[src/rtl/cp0_regfile.sv]
// cp0_regfile -- Coprocessor-0 register file at the MEM/WB boundary.
//
// Holds BadVAddr, Count, Compare, Status, Cause, EPC and PRId. It records
// exceptions and ERET, runs the Count/Compare timer, and raises int_pending
// for the exception unit.
//
// Ports:
//   clk, rst            clock, asynchronous active-high reset
//   cp0_write_en        MTC0 commit (data cp0_write_data, address cp0_addr)
//   cp0_read_en         MFC0 read; cp0_read_data is combinational
//   cp0_addr            {rd[4:0], sel[2:0]}
//   hw_int              external interrupt lines (level, sampled each cycle)
//   exc_en/exc_code/exc_pc/exc_delay_slot/exc_badvaddr   exception commit
//   eret_en             ERET commit
//   status/cause/epc    current register values
//   int_pending         enabled, unmasked interrupt outstanding
//
// Build option: define CP0_TIMER_INT_EN to build the Count==Compare
// comparator and Cause.TI. Without it, TI is constant 0 and Compare is a
// plain read/write register.

module cp0_regfile #(
    parameter logic [31:0] PRID_VALUE = 32'h0000_4220
) (
    input  logic        clk,
    input  logic        rst,
    input  logic        cp0_write_en,
    input  logic        cp0_read_en,
    input  logic [7:0]  cp0_addr,
    input  logic [31:0] cp0_write_data,
    input  logic [5:0]  hw_int,
    input  logic        exc_en,
    input  logic [4:0]  exc_code,
    input  logic [31:0] exc_pc,
    input  logic        exc_delay_slot,
    input  logic [31:0] exc_badvaddr,
    input  logic        eret_en,
    output logic [31:0] cp0_read_data,
    output logic [31:0] status,
    output logic [31:0] cause,
    output logic [31:0] epc,
    output logic        int_pending
);

    localparam logic [7:0] ADDR_BADVADDR = 8'h40;
    localparam logic [7:0] ADDR_COUNT    = 8'h48;
    localparam logic [7:0] ADDR_COMPARE  = 8'h58;
    localparam logic [7:0] ADDR_STATUS   = 8'h60;
    localparam logic [7:0] ADDR_CAUSE    = 8'h68;
    localparam logic [7:0] ADDR_EPC      = 8'h70;
    localparam logic [7:0] ADDR_PRID     = 8'h78;

    // Only the writable/hardware-updated fields are stored; constant bits
    // are supplied when the full registers are assembled below.
    logic [7:0]  im_q;
    logic        exl_q;
    logic        ie_q;
    logic        bd_q;
    logic [4:0]  exc_code_q;
    logic [5:0]  ip_hw_q;
    logic [1:0]  ip_sw_q;
    logic [31:0] epc_q;
    logic [31:0] badvaddr_q;
    logic [31:0] count_q;
    logic [31:0] compare_q;
    logic        tick_q;
    logic        ti;

    // Exception beats ERET beats MTC0; a losing access is dropped.
    logic do_eret;
    logic wr_ok;
    logic wr_status, wr_cause, wr_epc, wr_count, wr_compare;

    assign do_eret    = eret_en & ~exc_en;
    assign wr_ok      = cp0_write_en & ~exc_en & ~eret_en;
    assign wr_status  = wr_ok && (cp0_addr == ADDR_STATUS);
    assign wr_cause   = wr_ok && (cp0_addr == ADDR_CAUSE);
    assign wr_epc     = wr_ok && (cp0_addr == ADDR_EPC);
    assign wr_count   = wr_ok && (cp0_addr == ADDR_COUNT);
    assign wr_compare = wr_ok && (cp0_addr == ADDR_COMPARE);

    // Status: IM, EXL, IE
    always_ff @(posedge clk or posedge rst) begin
        if (rst) begin
            im_q  <= '0;
            exl_q <= 1'b0;
            ie_q  <= 1'b0;
        end else if (exc_en) begin
            exl_q <= 1'b1;
        end else if (do_eret) begin
            exl_q <= 1'b0;
        end else if (wr_status) begin
            im_q  <= cp0_write_data[15:8];
            exl_q <= cp0_write_data[1];
            ie_q  <= cp0_write_data[0];
        end
    end

    // Cause: BD, ExcCode, IP
    always_ff @(posedge clk or posedge rst) begin
        if (rst) begin
            bd_q       <= 1'b0;
            exc_code_q <= '0;
            ip_hw_q    <= '0;
            ip_sw_q    <= '0;
        end else begin
            ip_hw_q <= hw_int;
            if (exc_en) begin
                exc_code_q <= exc_code;
                if (!exl_q) begin
                    bd_q <= exc_delay_slot;
                end
            end else if (wr_cause) begin
                ip_sw_q <= cp0_write_data[9:8];
            end
        end
    end

    // EPC and BadVAddr
    always_ff @(posedge clk or posedge rst) begin
        if (rst) begin
            epc_q      <= '0;
            badvaddr_q <= '0;
        end else if (exc_en) begin
            if (!exl_q) begin
                epc_q <= exc_delay_slot ? (exc_pc - 32'd4) : exc_pc;
            end
            if ((exc_code == 5'd4) || (exc_code == 5'd5)) begin
                badvaddr_q <= exc_badvaddr;
            end
        end else if (wr_epc) begin
            epc_q <= cp0_write_data;
        end
    end

    // Count runs at half clock rate; a Count write overrides the increment
    // but leaves the tick phase alone.
    always_ff @(posedge clk or posedge rst) begin
        if (rst) begin
            tick_q  <= 1'b0;
            count_q <= '0;
        end else begin
            tick_q <= ~tick_q;
            if (wr_count) begin
                count_q <= cp0_write_data;
            end else if (tick_q) begin
                count_q <= count_q + 32'd1;
            end
        end
    end

    always_ff @(posedge clk or posedge rst) begin
        if (rst) begin
            compare_q <= '0;
        end else if (wr_compare) begin
            compare_q <= cp0_write_data;
        end
    end

`ifdef CP0_TIMER_INT_EN
    // TI is sticky; a Compare write clears it and wins over a coincident match.
    logic ti_q;

    always_ff @(posedge clk or posedge rst) begin
        if (rst) begin
            ti_q <= 1'b0;
        end else if (wr_compare) begin
            ti_q <= 1'b0;
        end else if (count_q == compare_q) begin
            ti_q <= 1'b1;
        end
    end

    assign ti = ti_q;
`else
    assign ti = 1'b0;
`endif

    assign status = {9'b0, 1'b1, 6'b0, im_q, 6'b0, exl_q, ie_q};
    // IP[15] merges the sampled hw_int[5] with TI.
    assign cause  = {bd_q, ti, 14'b0, ip_hw_q[5] | ti, ip_hw_q[4:0], ip_sw_q,
                     1'b0, exc_code_q, 2'b0};
    assign epc    = epc_q;

    assign int_pending = ie_q & ~exl_q & (|(cause[15:8] & im_q));

    always_comb begin
        cp0_read_data = '0;
        if (cp0_read_en) begin
            case (cp0_addr)
                ADDR_BADVADDR: cp0_read_data = badvaddr_q;
                ADDR_COUNT:    cp0_read_data = count_q;
                ADDR_COMPARE:  cp0_read_data = compare_q;
                ADDR_STATUS:   cp0_read_data = status;
                ADDR_CAUSE:    cp0_read_data = cause;
                ADDR_EPC:      cp0_read_data = epc_q;
                ADDR_PRID:     cp0_read_data = PRID_VALUE;
                default:       cp0_read_data = '0;
            endcase
        end
    end

endmodule

[config.mk]
export PLATFORM = sky130hd
export DESIGN_NAME = cp0_regfile
export DESIGN_NICKNAME = d
export VERILOG_FILES = /design/src/rtl/cp0_regfile.sv
export SDC_FILE = /design/constraint.sdc
export NUM_CORES = 1
export LEC_CHECK = 0
export CAP_MARGIN = 30
export CORE_MARGIN = 2
export CORE_UTILIZATION = 50
export DETAILED_ROUTE_END_ITERATION = 8
export PLACE_DENSITY = 0.83
export SLEW_MARGIN = 10
export SYNTH_ARGS = -nofsm -noshare
export SYNTH_HDL_FRONTEND = slang
export SYNTH_SLANG_ARGS = --single-unit
export TNS_END_PERCENT = 1
[constraint.sdc]
create_clock -name clk -period 14.1 [get_ports clk]
set_input_delay 2.82 -clock clk [delete_from_list [all_inputs] [get_ports clk]]
set_output_delay 2.82 -clock clk [all_outputs]
set_load 0.02 [all_outputs]
Word level (Yosys, flattened, before mapping)
Index checks and enable logic that the tools add are counted.
- input bits: 122
- bits in registers: 153
- output and inout port bits: 129
- logic and storage cells: 61
- reduce and logical (&&, ||, !) cells: 15
- equal/unequal tests: 10
- mux-type cells: 11
- bitwise logic cells: 11
- add/sub/neg operators: 2
- operators with widths (cell ; number):
    32-bit 2-to-1 mux ; 7
    32-bit one-hot mux with 7 select lines ; 1
    8-bit by 7-bit == test with 1-bit output (second input constant) ; 7
    32-bit by 1-bit adder with 32-bit output (second input constant) ; 1
    32-bit by 3-bit subtractor with 32-bit output (second input constant) ; 1
    5-bit by 3-bit == test with 1-bit output (second input constant) ; 2
    8-bit AND ; 1
    2-bit AND reduction ; 4
    8-bit OR reduction ; 1
    1-bit AND ; 5
    1-bit logical AND ; 5
    1-bit NOT ; 5
    2-bit nonzero test ; 2
    1-bit 2-to-1 mux ; 3
    3-bit AND reduction ; 1
    3-bit nonzero test ; 1
    2-bit inequality test (second input constant) ; 1
    1-bit logical OR ; 1

Longest topological paths before layout
Gate-level depths: netlist (run 1).
- depth in word-level cells: 7
- gate-level depth with buffers: 9
- mapped depth without buffers: 7

Least setup slack after synthesis (run 1)
No wires, ideal clock.
- kind: input port to output port
- from: input cp0_addr[1]
- to: output cp0_read_data[10]
- stages: 7
- required time: 11.280 ns
- arrival time: 4.477 ns
- setup slack: 6.803 ns
- buffers on the path: 3
- path through: nor3_1 and2_1 clkbuf_1 clkbuf_1 buf_1 a22oi_1 a21oi_1
- word-level cells in the longest chain between the ends: 3
- elaborated cells on any way between the ends: 9
- classes of those cells: eq/ne (7); mux (2)
- RTL lines (element ; RTL line ; RTL):
    start: declaration ; 29 ; input logic [7:0] cp0_addr,
    8-bit by 7-bit == test with 1-bit output ; 190 ; case (cp0_addr)
    32-bit one-hot mux with 7 select lines * ; 190 ;
    32-bit 2-to-1 mux * ; 189 ; if (cp0_read_en) begin
    end: declaration ; 38 ; output logic [31:0] cp0_read_data,
Mark *: on every way between the ends. The rest lies on a longest branch, timed or not.

Worst setup path in the final report (run 1)
- from: input cp0_addr[1]
- to: output cp0_read_data[26]
Same word-level chain as after synthesis.

==> impl_metrics.csv, run 1 <==
group,metric,value,unit
drt,drt-initial-drc-count,917,
setup_path,worst_ep_arrival_time,5890,ps
sta,period_minus_slack,8712,ps
sta,totalNegativeSetupSlack,0,ps
global_routing,grt_start_max_net_pins,93,
floorplanning,core_area,0.01718,mm²
drt,drt.antenna.violating_nets,0,
floorplanning,initial_core_util,0.5071,
placed_design,port-buffer-count,210,
clock_network,ctsHtreeMaxLevel,4,
power,max-vdd-ir-drop,0.00008806,V
drt,avgViaCountPerCell,6.019,
drt,drc,0,
clock_network,clk_transition_reported_paths,60,ps
setup_path,timing.setup.critical_path_class,"primary input to primary output",
drt,dr_wl_met3,2.659,mm
floorplanning,dieHeight,136.0,µm
finish,layout-drive-gt1-share,0.1346,
placed_design,place_congestion,0.9488,
clock_network,root_buffer,"clkbuf_16",
clock_network,cts_buffers,17,
global_routing,global_route.usage.total,0.3102,
placed_design,hpwlAfterDp,20.76,mm
drt,route.detailed.wl_per_inst,21.83,µm
floorplanning,row_count,48,
synthesis,synth.avg_cell_area,9.843,µm²
sta,timing.final.setup_violations,0,
global_routing,vias_in_the_first_global_route,7240,
synthesis,synth_enable_flop_cells,0,
synthesis,async_reset_ff_frac,1.000,
synthesis,synth-seq-area-share,0.4395,
floorplanning,floorplan.die.width,136.0,µm
synthesis,cell_taking_the_most_area_after_synthesis,"dfrtp_1",
finish,syn2layout_area_growth,32.10,%
synthesis,synth_top_cells_by_area,"dfrtp_1 (44%), mux2_2 (10%), a22o_1 (5.2%)",
setup_path,worstSetupEndpointType,"primary output",
drt,drt_wl_total,28.42,mm
synthesis,synth-seq-cells,153,
placed_design,pre_cts_ws,5183,ps
power,power-per-cell-area,111.7,mW/mm²
sta,max_slew.worst_pin.slew,833.7,ps
run_status,run_status,"completed",
power,power_leakage,4.704,nW
clock_network,tritoncts,"yes",
synthesis,yosys.area.top_type_share,0.4395,
finish,antenna-diode-count,0,
finish,fin_nets,1189,
synthesis,yosys_cell_types,60,
sta,finalHoldViolCount,0,
sta,setup_slack,5388,ps
drt,firstDrtPassIters,5,
sta,maxClockFrequency,114.8,MHz
setup_path,worst-path-max-fanout,33,
clock_network,cts_buffer_depth,2,
clock_network,cts_setup_buffers,0,
drt,max_layer_used,"met4",
sta,final.hold.worst_slack,504.7,ps
placed_design,placed_cells_incl_taps,1269,
drt,route.layer.met1.wl,11.85,mm
global_routing,global_route_wire_length_before_repair,42.45,mm
clock_network,clock_network_latency_to_the_later_pin_of_the_worst_skew_pair,430,ps
clock_network,ctsResizeCount,0,
clock_network,cts_sinks,153,
sta,timing.final.max_slew_violations,0,
sta,final_min_period_over_clock_period,0.6179,
synthesis,synthFlopType,"dfrtp_1",
setup_path,timing.critical_path.from_type,"primary input",
sta,fin_worst_skew,7.188,ps
global_routing,grt_overflow_total,0,
job,max_cap_viol_count,0,
finish,postLayoutCoreUtil,0.6699,
sta,timing.slew.headroom,0.4442,
synthesis,synth_area,0.008711,mm²
synthesis,synthesis.yosys.warnings,0,
drt,wl_met2,12.97,mm
synthesis,synthCells,885,
finish,instances_no_fill,1302,
floorplanning,floorplan.die_area,0.01849,mm²
global_routing,grt_antenna_before_repair,0,
sta,grt_setup_unrepaired,"no",
setup_path,cp.required,11280,ps
clock_network,cts.hold.buffers_added,0,
drt,detailroute.via_count,7837,
floorplanning,top_level_ports,251,
hold_path,hold_class,"flop to flop",
## cells in the final DEF, fill, tap and decap left out, types with 5 or more instances in the layout
| master | n |
|---|---|
| mux2_2 | 80 |
| and3_1 | 5 |
| o21ai_0 | 39 |
| nand3_1 | 23 |
| clkdlybuf4s50_1 | 210 |
| nor2_1 | 63 |
| nand2_1 | 68 |
| a22o_1 | 52 |
| nor3_1 | 16 |
| mux2i_1 | 12 |
| xor2_1 | 23 |
| buf_4 | 12 |
| dfrtp_1 | 153 |
| nand4_1 | 13 |
| or4_1 | 5 |
| inv_1 | 12 |
| clkbuf_8 | 6 |
| a21oi_1 | 75 |
| nor4_1 | 8 |
| a22oi_1 | 34 |
| conb_1 | 40 |
| clkbuf_16 | 17 |
| xnor2_1 | 31 |
## synth_stat cells, drive strengths merged (5+ instances only)
| cell type | number |
|---|---|
| xnor2 | 31 |
| nand4 | 15 |
| inv | 13 |
| mux2 | 80 |
| a22oi | 34 |
| o21ai | 39 |
| clkbuf | 41 |
| nor2 | 63 |
| nor3b | 5 |
| nor4 | 11 |
| dfrtp | 153 |
| or4 | 5 |
| mux2i | 12 |
| a21oi | 75 |
| a22o | 52 |
| nor3 | 18 |
| nand2 | 68 |
| and3 | 5 |
| xor2 | 23 |
| buf | 60 |
| and2 | 5 |
| nand3 | 24 |
## registers in the layout (all words and copies together), names as in the netlist, 2 cells and up
register    count
count_q        32
compare_q      32
exc_code_q      5
im_q            8
epc            32
ip_sw_q         2
ip_hw_q         6
badvaddr_q     32
## worst max-delay path, stage by stage
cell and delay [ps]:
clkdlybuf4s50_1 440, nor3_1 390, and2_1 200, buf_4 340, and2_1 740, nand2_1 110, a21oi_1 210, clkdlybuf4s50_1 640
## logic make-up (layout without fill, tap and decap cells)
family / Yosys count / count (layout) / share of synthesized area
AOI/OAI and AO/OA: 227 / 227 / 0.1727
buffers and inverters: 114 / 268 / 0.06952
and+or+nand+nor: 241 / 241 / 0.1431
xor gates and xnor gates: 54 / 54 / 0.05429
adders and majority gates: 2 / 2 / 0.002872
muxes: 92 / 92 / 0.1172
other: 2 / 40 / 0.0008621
DFF: 153 / 153 / 0.4395
## where the power goes
part / switching (W) / leakage (nW) / internal, W
Clock: 0.000177 / 0.320 / 0.000324
Combinational: 0.000123 / 2.42 / 0.000117
Sequential: 0.0000530 / 1.96 / 0.000491
## layout make-up
| cell class | count | area, µm² |
|---|---|---|
| multi-input cells | 656 | 4463 |
| inverters | 13 | 53.80 |
| repair buffers | 224 | 2231 |
| well taps | 225 | 281.5 |
| flip-flops and latches | 153 | 3829 |
| clock buffers | 25 | 515.5 |
| fillers | 1322 | 5669 |
| clock inverters | 6 | 133.9 |
## metrics by stage
stage | total power [W] | area [µm²]
after floorplan | 0.0006694 | 8853
after global placement | 0.0007802 | 10810
after detailed placement | 0.0007853 | 10820
after CTS | 0.001285 | 11470
after global routing | 0.001330 | 11510
final | 0.001285 | 11510
## final timing paths
check | startpoint | end | slack, ps | depth (start not counted)
setup / recovery | cp0_addr[1] | cp0_read_data[26] | 5390 | 8
hold / removal | compare_q[25]$_DFFE_PP0P_ | compare_q[25]$_DFFE_PP0P_ | 500 | 1
setup reg to reg | tick_q$_DFF_PP0_ | count_q[31]$_DFFE_PP0P_ | 11930 | 4
hold reg to reg | compare_q[25]$_DFFE_PP0P_ | compare_q[25]$_DFFE_PP0P_ | 500 | 1
max in group asynchronous | rst | count_q[0]$_DFFE_PP0P_ | 9830 | 3
min in group asynchronous | rst | epc[23]$_DFFE_PP0P_ | 2940 | 2
## per-layer routing
layer,track usage,up-vias
met2,0.4652,446
met1,0.4442,3839
met4,0.1186,0
met3,0.06339,59
li1,-,3493
met5,0,-
Power figures use the tool's default switching activity.
==> inputs of run 2 (changes only) <==
--- a/config.mk
+++ b/config.mk
@@ -7,9 +7,9 @@
 export LEC_CHECK = 0
 export CAP_MARGIN = 30
 export CORE_MARGIN = 2
-export CORE_UTILIZATION = 50
+export CORE_UTILIZATION = 44
 export DETAILED_ROUTE_END_ITERATION = 8
-export PLACE_DENSITY = 0.83
+export PLACE_DENSITY = 0.78
 export SLEW_MARGIN = 10
 export SYNTH_ARGS = -nofsm -noshare
 export SYNTH_HDL_FRONTEND = slang
==> constraint.sdc (replaced) <==
create_clock -name clk -period 7.6 [get_ports clk]
set_input_delay 1.52 -clock clk [delete_from_list [all_inputs] [get_ports clk]]
set_output_delay 1.52 -clock clk [all_outputs]
set_load 0.02 [all_outputs]
==> run 2 against run 1 <==
  * Critical path depth unchanged
  * Non-clock buffer count increased by 1
  * Final cell count increased by 3.0%
  * Clock skew down 2.1 ps
  * Cell area grew 0.37%
  * Combinational power grew 86%
  * Count of clock-buffer cells in the layout fell by 4
  * Register-to-register slack got worse by 6600 ps
  * Largest cell class unchanged
==> impl_metrics.csv, run 2 (synthesis results as in run 1) <==
group,metric,value,unit
finish,layout.cells.most_common,"clkdlybuf4s50_1",
clock_network,cts.hold.buffers_added,0,
power,power_leakage,4.702,nW
setup_path,critPathSlowestCell,"clkdlybuf4s50_1",
clock_network,ctsResizeCount,0,
sta,timing.slew.headroom,0.3869,
sta,final_min_period_over_clock_period,0.7826,
run_status,run_status,"completed",
placed_design,placedInstanceArea,0.01090,mm²
drt,route.detailed.wl_per_inst,21.66,µm
setup_path,worstPathCellList,"clkdlybuf4s50_1 -> nand2b_1 -> nor2_1 -> buf_4 -> and2_1 -> nand2_1 -> a21oi_1 -> clkdlybuf4s50_1",
clock_network,cts_buffer_depth,2,
floorplanning,initial_core_util,0.4476,
placed_design,placed_cells_incl_taps,1310,
finish,most-common-layout-cells,"clkdlybuf4s50_1 (210), dfrtp_1 (153), mux2_2 (80)",
sta,grt_setup_unrepaired,"no",
global_routing,busiest_layer,"met2",
power,pwr-share-seq,0.429,
clock_network,tritoncts,"yes",
clock_network,clock_network_latency_to_the_later_pin_of_the_worst_skew_pair,430,ps
global_routing,global_route_wire_length_before_repair,43.17,mm
sta,setup_slack,1652,ps
sta,timing.final.max_slew_violations,0,
finish,sequential_cell_area,0.003829,mm²
sta,finalHoldViolCount,0,
drt,drt_wl_total,29.05,mm
drt,drc,0,
setup_path,worst-path-max-fanout,18,
power,clkPwrFrac,0.381,
finish,postLayoutCoreUtil,0.5934,
drt,avgViaCountPerCell,5.680,
clock_network,clk_transition_reported_paths,60,ps
floorplanning,floorplan.die.width,144.7,µm
setup_path,slowest_delay,720,ps
placed_design,pre_cts_ws,1502,ps
clock_network,cts_sinks,153,
setup_path,worstSetupEndpointType,"primary output",
sta,max_slew.worst_pin.slew,911.2,ps
placed_design,hpwlAfterDp,21.58,mm
global_routing,grt_start_max_net_pins,98,
global_routing,grt_antenna_before_repair,0,
floorplanning,row_count,51,
global_routing,global_route.usage.total,0.2790,
floorplanning,dieHeight,144.7,µm
job,max_cap_viol_count,0,
sta,period_minus_slack,5948,ps
global_routing,grt_use_met1,0.4041,
finish,fin_nets,1190,
drt,firstDrtPassIters,5,
hold_path,hold_class,"flop to flop",
floorplanning,top_level_ports,251,
drt,drt.antenna.violating_nets,0,
setup_path,startpoint,"cp0_addr[4]",
global_routing,grt_overflow_total,0,
clock_network,root_buffer,"clkbuf_16",
drt,drt-initial-drc-count,567,
global_routing,vias_in_the_first_global_route,7123,
sta,fin_worst_skew,5.081,ps
finish,layout-drive-gt1-share,0.1348,
floorplanning,floorplan.die_area,0.02094,mm²
setup_path,cp.required,6080,ps
setup_path,timing.critical_path.from_type,"primary input",
clock_network,cts_buffers,17,
sta,totalNegativeSetupSlack,0,ps
power,p_sw,0.0006560,W
finish,finish.instance_area,0.01155,mm²
power,internal_power,0.001700,W
setup_path,timing.setup.critical_path_class,"primary input to primary output",
sta,timing.final.setup_violations,0,
setup_path,critical_path.reg2reg.startpoint,"count_q[13]$_DFFE_PP0P_",
finish,antenna-diode-count,0,
finish,multi_input_area,0.004463,mm²
clock_network,cts_setup_buffers,0,
setup_path,worst_ep_arrival_time,4430,ps
power,switching_share,0.2784,
sta,maxClockFrequency,168.1,MHz
finish,syn2layout_area_growth,32.59,%
drt,detailroute.via_count,7617,
setup_path,crit_path_frequent_cell,"clkdlybuf4s50_1",
placed_design,port-buffer-count,210,
placed_design,place_congestion,1.011,
global_routing,grtUsageMet2,0.4228,
floorplanning,core_area,0.01946,mm²
finish,layout.filler_cells,1680,
clock_network,ctsHtreeMaxLevel,4,
hold_path,hold_path.startpoint,"compare_q[12]$_DFFE_PP0P_",
power,pwr-share-comb,0.190,
power,power-per-cell-area,204.0,mW/mm²
global_routing,global_route.usage.met3,0.05429,
finish,instances_no_fill,1341,
power,max-vdd-ir-drop,0.0001437,V
[run 2: cell types whose count changed in the layout (fill, tap and decap cells not counted)]
cell | previous run | this run
buf_16 | 1 | 2
clkbuf_1 | 2 | 1
clkinv_2 | 1 | 3
inv_6 | 1 | 2
clkinv_4 | 1 | 0
clkbuf_8 | 6 | 3
[run 2: cell type report]
cell class	instances	share of cell area
Multi-Input combinational cell	656	0.3864
Tap cell	265	0.02871
Clock buffer	21	0.04073
Inverter	13	0.004658
Clock inverter	8	0.01246
Sequential cell	153	0.3315
Timing Repair Buffer	225	0.1955
[run 2: metrics by stage]
stage / total power (W) / hold WS [ps]
6_report: 0.002356 / 503.5
4_1_cts: 0.002359 / 506.6
2_1_floorplan: 0.001242 / 469.8
5_1_grt: 0.002442 / 510.0
3_3_place_gp: 0.001453 / 487.0
3_5_place_dp: 0.001463 / 493.4
[run 2: metal layers]
metal / up-vias / part of all wire
met5: - / 0
met4: 0 / 0.021
met3: 39 / 0.070
met2: 337 / 0.47
met1: 3753 / 0.44
li1: 3488 / -
[run 2: critical path: cells and delay by family]
| kind | cells | cell delay [ps] |
|---|---|---|
| buf+inv | 3 | 1600 |
| simple gates | 4 | 1070 |
| compound gates | 1 | 220 |
[run 2: final timing paths]
check	to	slack [ps]	depth (start not counted)
worst max-delay path	cp0_read_data[16]	1650	8
worst min-delay path	compare_q[12]$_DFFE_PP0P_	500	1
worst max register to register	count_q[26]$_DFFE_PP0P_	5360	5
worst min register to register	compare_q[12]$_DFFE_PP0P_	500	1
max in group asynchronous	compare_q[25]$_DFFE_PP0P_	4840	4
min in group asynchronous	badvaddr_q[20]$_DFFE_PP0P_	1360	2
[run 2: power by group through the flow]
stage | Clock, W | Combinational [W] | Sequential, W
6_report | 0.000899 | 0.000447 | 0.00101
3_3_place_gp | 0 | 0.000435 | 0.00102
2_1_floorplan | 0 | 0.000214 | 0.00103
3_5_place_dp | 0 | 0.000443 | 0.00102
5_1_grt | 0.000942 | 0.000480 | 0.00102
4_1_cts | 0.000906 | 0.000446 | 0.00101
==> inputs of run 3 (changes only) <==
==> constraint.sdc (replaced) <==
create_clock -name clk -period 5.4 [get_ports clk]
set_input_delay 1.08 -clock clk [delete_from_list [all_inputs] [get_ports clk]]
set_output_delay 1.08 -clock clk [all_outputs]
set_load 0.02 [all_outputs]
==> run 3 against run 2 <==
  * First-iteration DRC count grew 70%
  * Hold slack gained 5.0 ps
  * Sequential cell count is the same
  * Clock skew grew 3.6 ps
  * Critical path depth is the same
  * Largest cell class unchanged
  * Sequential power grew 42%
  * Via count grew 1.7%
  * Non-clock buffer count grew 4
  * Highest routed layer unchanged
  * Wire length grew 1.0%
  * Setup slack lost 1200 ps
==> impl_metrics.csv, run 3 (synthesis results as in run 1) <==
group,metric,value,unit
sta,max_slew.worst_pin.slew,886.1,ps
setup_path,timing.setup.critical_path_class,"primary input to primary output",
global_routing,grt_overflow_total,0,
finish,fin_nets,1194,
drt,avgViaCountPerCell,5.746,
clock_network,cts_setup_buffers,0,
power,power.total,0.003277,W
floorplanning,initial_core_util,0.4476,
global_routing,vias_in_the_first_global_route,7421,
finish,sequential_cell_area,0.003829,mm²
setup_path,path_buf_inv,3,
clock_network,ctsResizeCount,0,
finish,multi_input_area,0.004463,mm²
sta,timing.slew.headroom,0.4076,
finish,layout.cells.most_common,"clkdlybuf4s50_1",
clock_network,clock_network_latency_to_the_later_pin_of_the_worst_skew_pair,440,ps
setup_path,worstSetupEndpointType,"primary output",
clock_network,ctsHtreeMaxLevel,4,
power,max-vdd-ir-drop,0.0002183,V
setup_path,slowest_delay,670,ps
global_routing,grt_start_max_net_pins,69,
sta,fin_worst_skew,8.634,ps
sta,final_min_period_over_clock_period,0.9139,
setup_path,worstPathCellList,"clkdlybuf4s50_1 -> nor3_1 -> and2_1 -> buf_4 -> a22o_1 -> a22oi_1 -> a21oi_1 -> clkdlybuf4s50_1",
job,max_cap_viol_count,0,
sta,setup_slack,464.8,ps
hold_path,hold_class,"flop to flop",
drt,detailroute.via_count,7745,
placed_design,port-buffer-count,210,
finish,syn2layout_area_growth,32.84,%
clock_network,clk_transition_reported_paths,60,ps
drt,drt-initial-drc-count,962,
placed_design,place_congestion,0.9542,
setup_path,cp_top_family,"buffers and inverters",
drt,drt.antenna.violating_nets,0,
sta,maxClockFrequency,202.6,MHz
sta,timing.final.setup_violations,0,
floorplanning,row_count,51,
global_routing,grtUsageMet2,0.4233,
sta,period_minus_slack,4935,ps
finish,postLayoutCoreUtil,0.5945,
clock_network,tritoncts,"yes",
drt,firstDrtPassIters,7,
setup_path,timing.critical_path.from_type,"primary input",
sta,totalNegativeSetupSlack,0,ps
drt,route.detailed.wl_per_inst,21.77,µm
finish,layout.filler_cells,1652,
setup_path,worst-path-max-fanout,27,
placed_design,placedInstanceArea,0.01095,mm²
floorplanning,top_level_ports,251,
placed_design,pre_cts_ws,527.9,ps
setup_path,worst_ep_arrival_time,3860,ps
global_routing,grt_use_met1,0.3990,
global_routing,grt_antenna_before_repair,0,
clock_network,cts.hold.buffers_added,0,
sta,grt_setup_unrepaired,"no",
setup_path,cp.required,4320,ps
floorplanning,core_area,0.01946,mm²
run_status,run_status,"completed",
finish,layout-drive-gt1-share,0.1394,
setup_path,critPathSlowestCell,"clkdlybuf4s50_1",
power,power_leakage,4.694,nW
finish,finish.instance_area,0.01157,mm²
floorplanning,floorplan.die.width,144.7,µm
sta,timing.final.max_slew_violations,0,
global_routing,global_route_wire_length_before_repair,43.68,mm
clock_network,cts_sinks,153,
floorplanning,dieHeight,144.7,µm
placed_design,hpwlAfterDp,21.94,mm
sta,finalHoldViolCount,0,
finish,most-common-layout-cells,"clkdlybuf4s50_1 (210), dfrtp_1 (153), mux2_2 (80)",
setup_path,crit_path_frequent_cell,"clkdlybuf4s50_1",
drt,drc,0,
global_routing,busiest_layer,"met2",
global_routing,global_route.usage.total,0.2815,
global_routing,global_route.usage.met3,0.05890,
clock_network,cts_buffers,17,
power,power-per-cell-area,283.2,mW/mm²
floorplanning,floorplan.die_area,0.02094,mm²
clock_network,root_buffer,"clkbuf_16",
finish,antenna-diode-count,0,
drt,drt_wl_total,29.35,mm
clock_network,cts_buffer_depth,2,
==> run 3: power breakdown <==
| group | total, W | internal, W | switching (W) |
|---|---|---|---|
| clock | 0.00121 | 0.000735 | 0.000480 |
| sequential | 0.00143 | 0.00128 | 0.000147 |
| combinational | 0.000633 | 0.000308 | 0.000326 |
| total | 0.00328 | 0.00233 | 0.000952 |
==> run 3: area by class of cell <==
class | count | share of cell area
inverter | 13 | 0.004650
multi-input combinational | 656 | 0.3857
clock inverter | 12 | 0.01298
sequential | 153 | 0.3309
tap | 265 | 0.02865
timing repair buffer | 229 | 0.1985
clock buffer | 20 | 0.03860
==> run 3: final timing paths <==
path                            slack (ps)                       from  depth (start not counted)                          to
min in group asynchronous             1040                        rst                          2  badvaddr_q[28]$_DFFE_PP0P_
worst max register to register        3160           tick_q$_DFF_PP0_                          4     count_q[31]$_DFFE_PP0P_
worst max-delay path                   460                cp0_addr[1]                          8           cp0_read_data[31]
worst min register to register         510  compare_q[15]$_DFFE_PP0P_                          1   compare_q[15]$_DFFE_PP0P_
worst min-delay path                   510  compare_q[15]$_DFFE_PP0P_                          1   compare_q[15]$_DFFE_PP0P_
max in group asynchronous             3270                        rst                          4         im_q[7]$_DFFE_PP0P_
==> run 3: routing by layer <==
layer / vias up / routed length (µm) / part of all wire
met5: - / 0 / 0
met4: 0 / 953 / 0.032
met3: 56 / 2611 / 0.089
met2: 443 / 13520 / 0.46
met1: 3747 / 12260 / 0.42
li1: 3499 / - / -
==> run 3: per-stage QoR <==
step	hold WS (ps)	instances
global placement	487.5	1314
global route	524.1	1348
finish	508.4	1348
CTS	507.5	1347
floorplan	469.8	923
detailed placement	493.5	1315
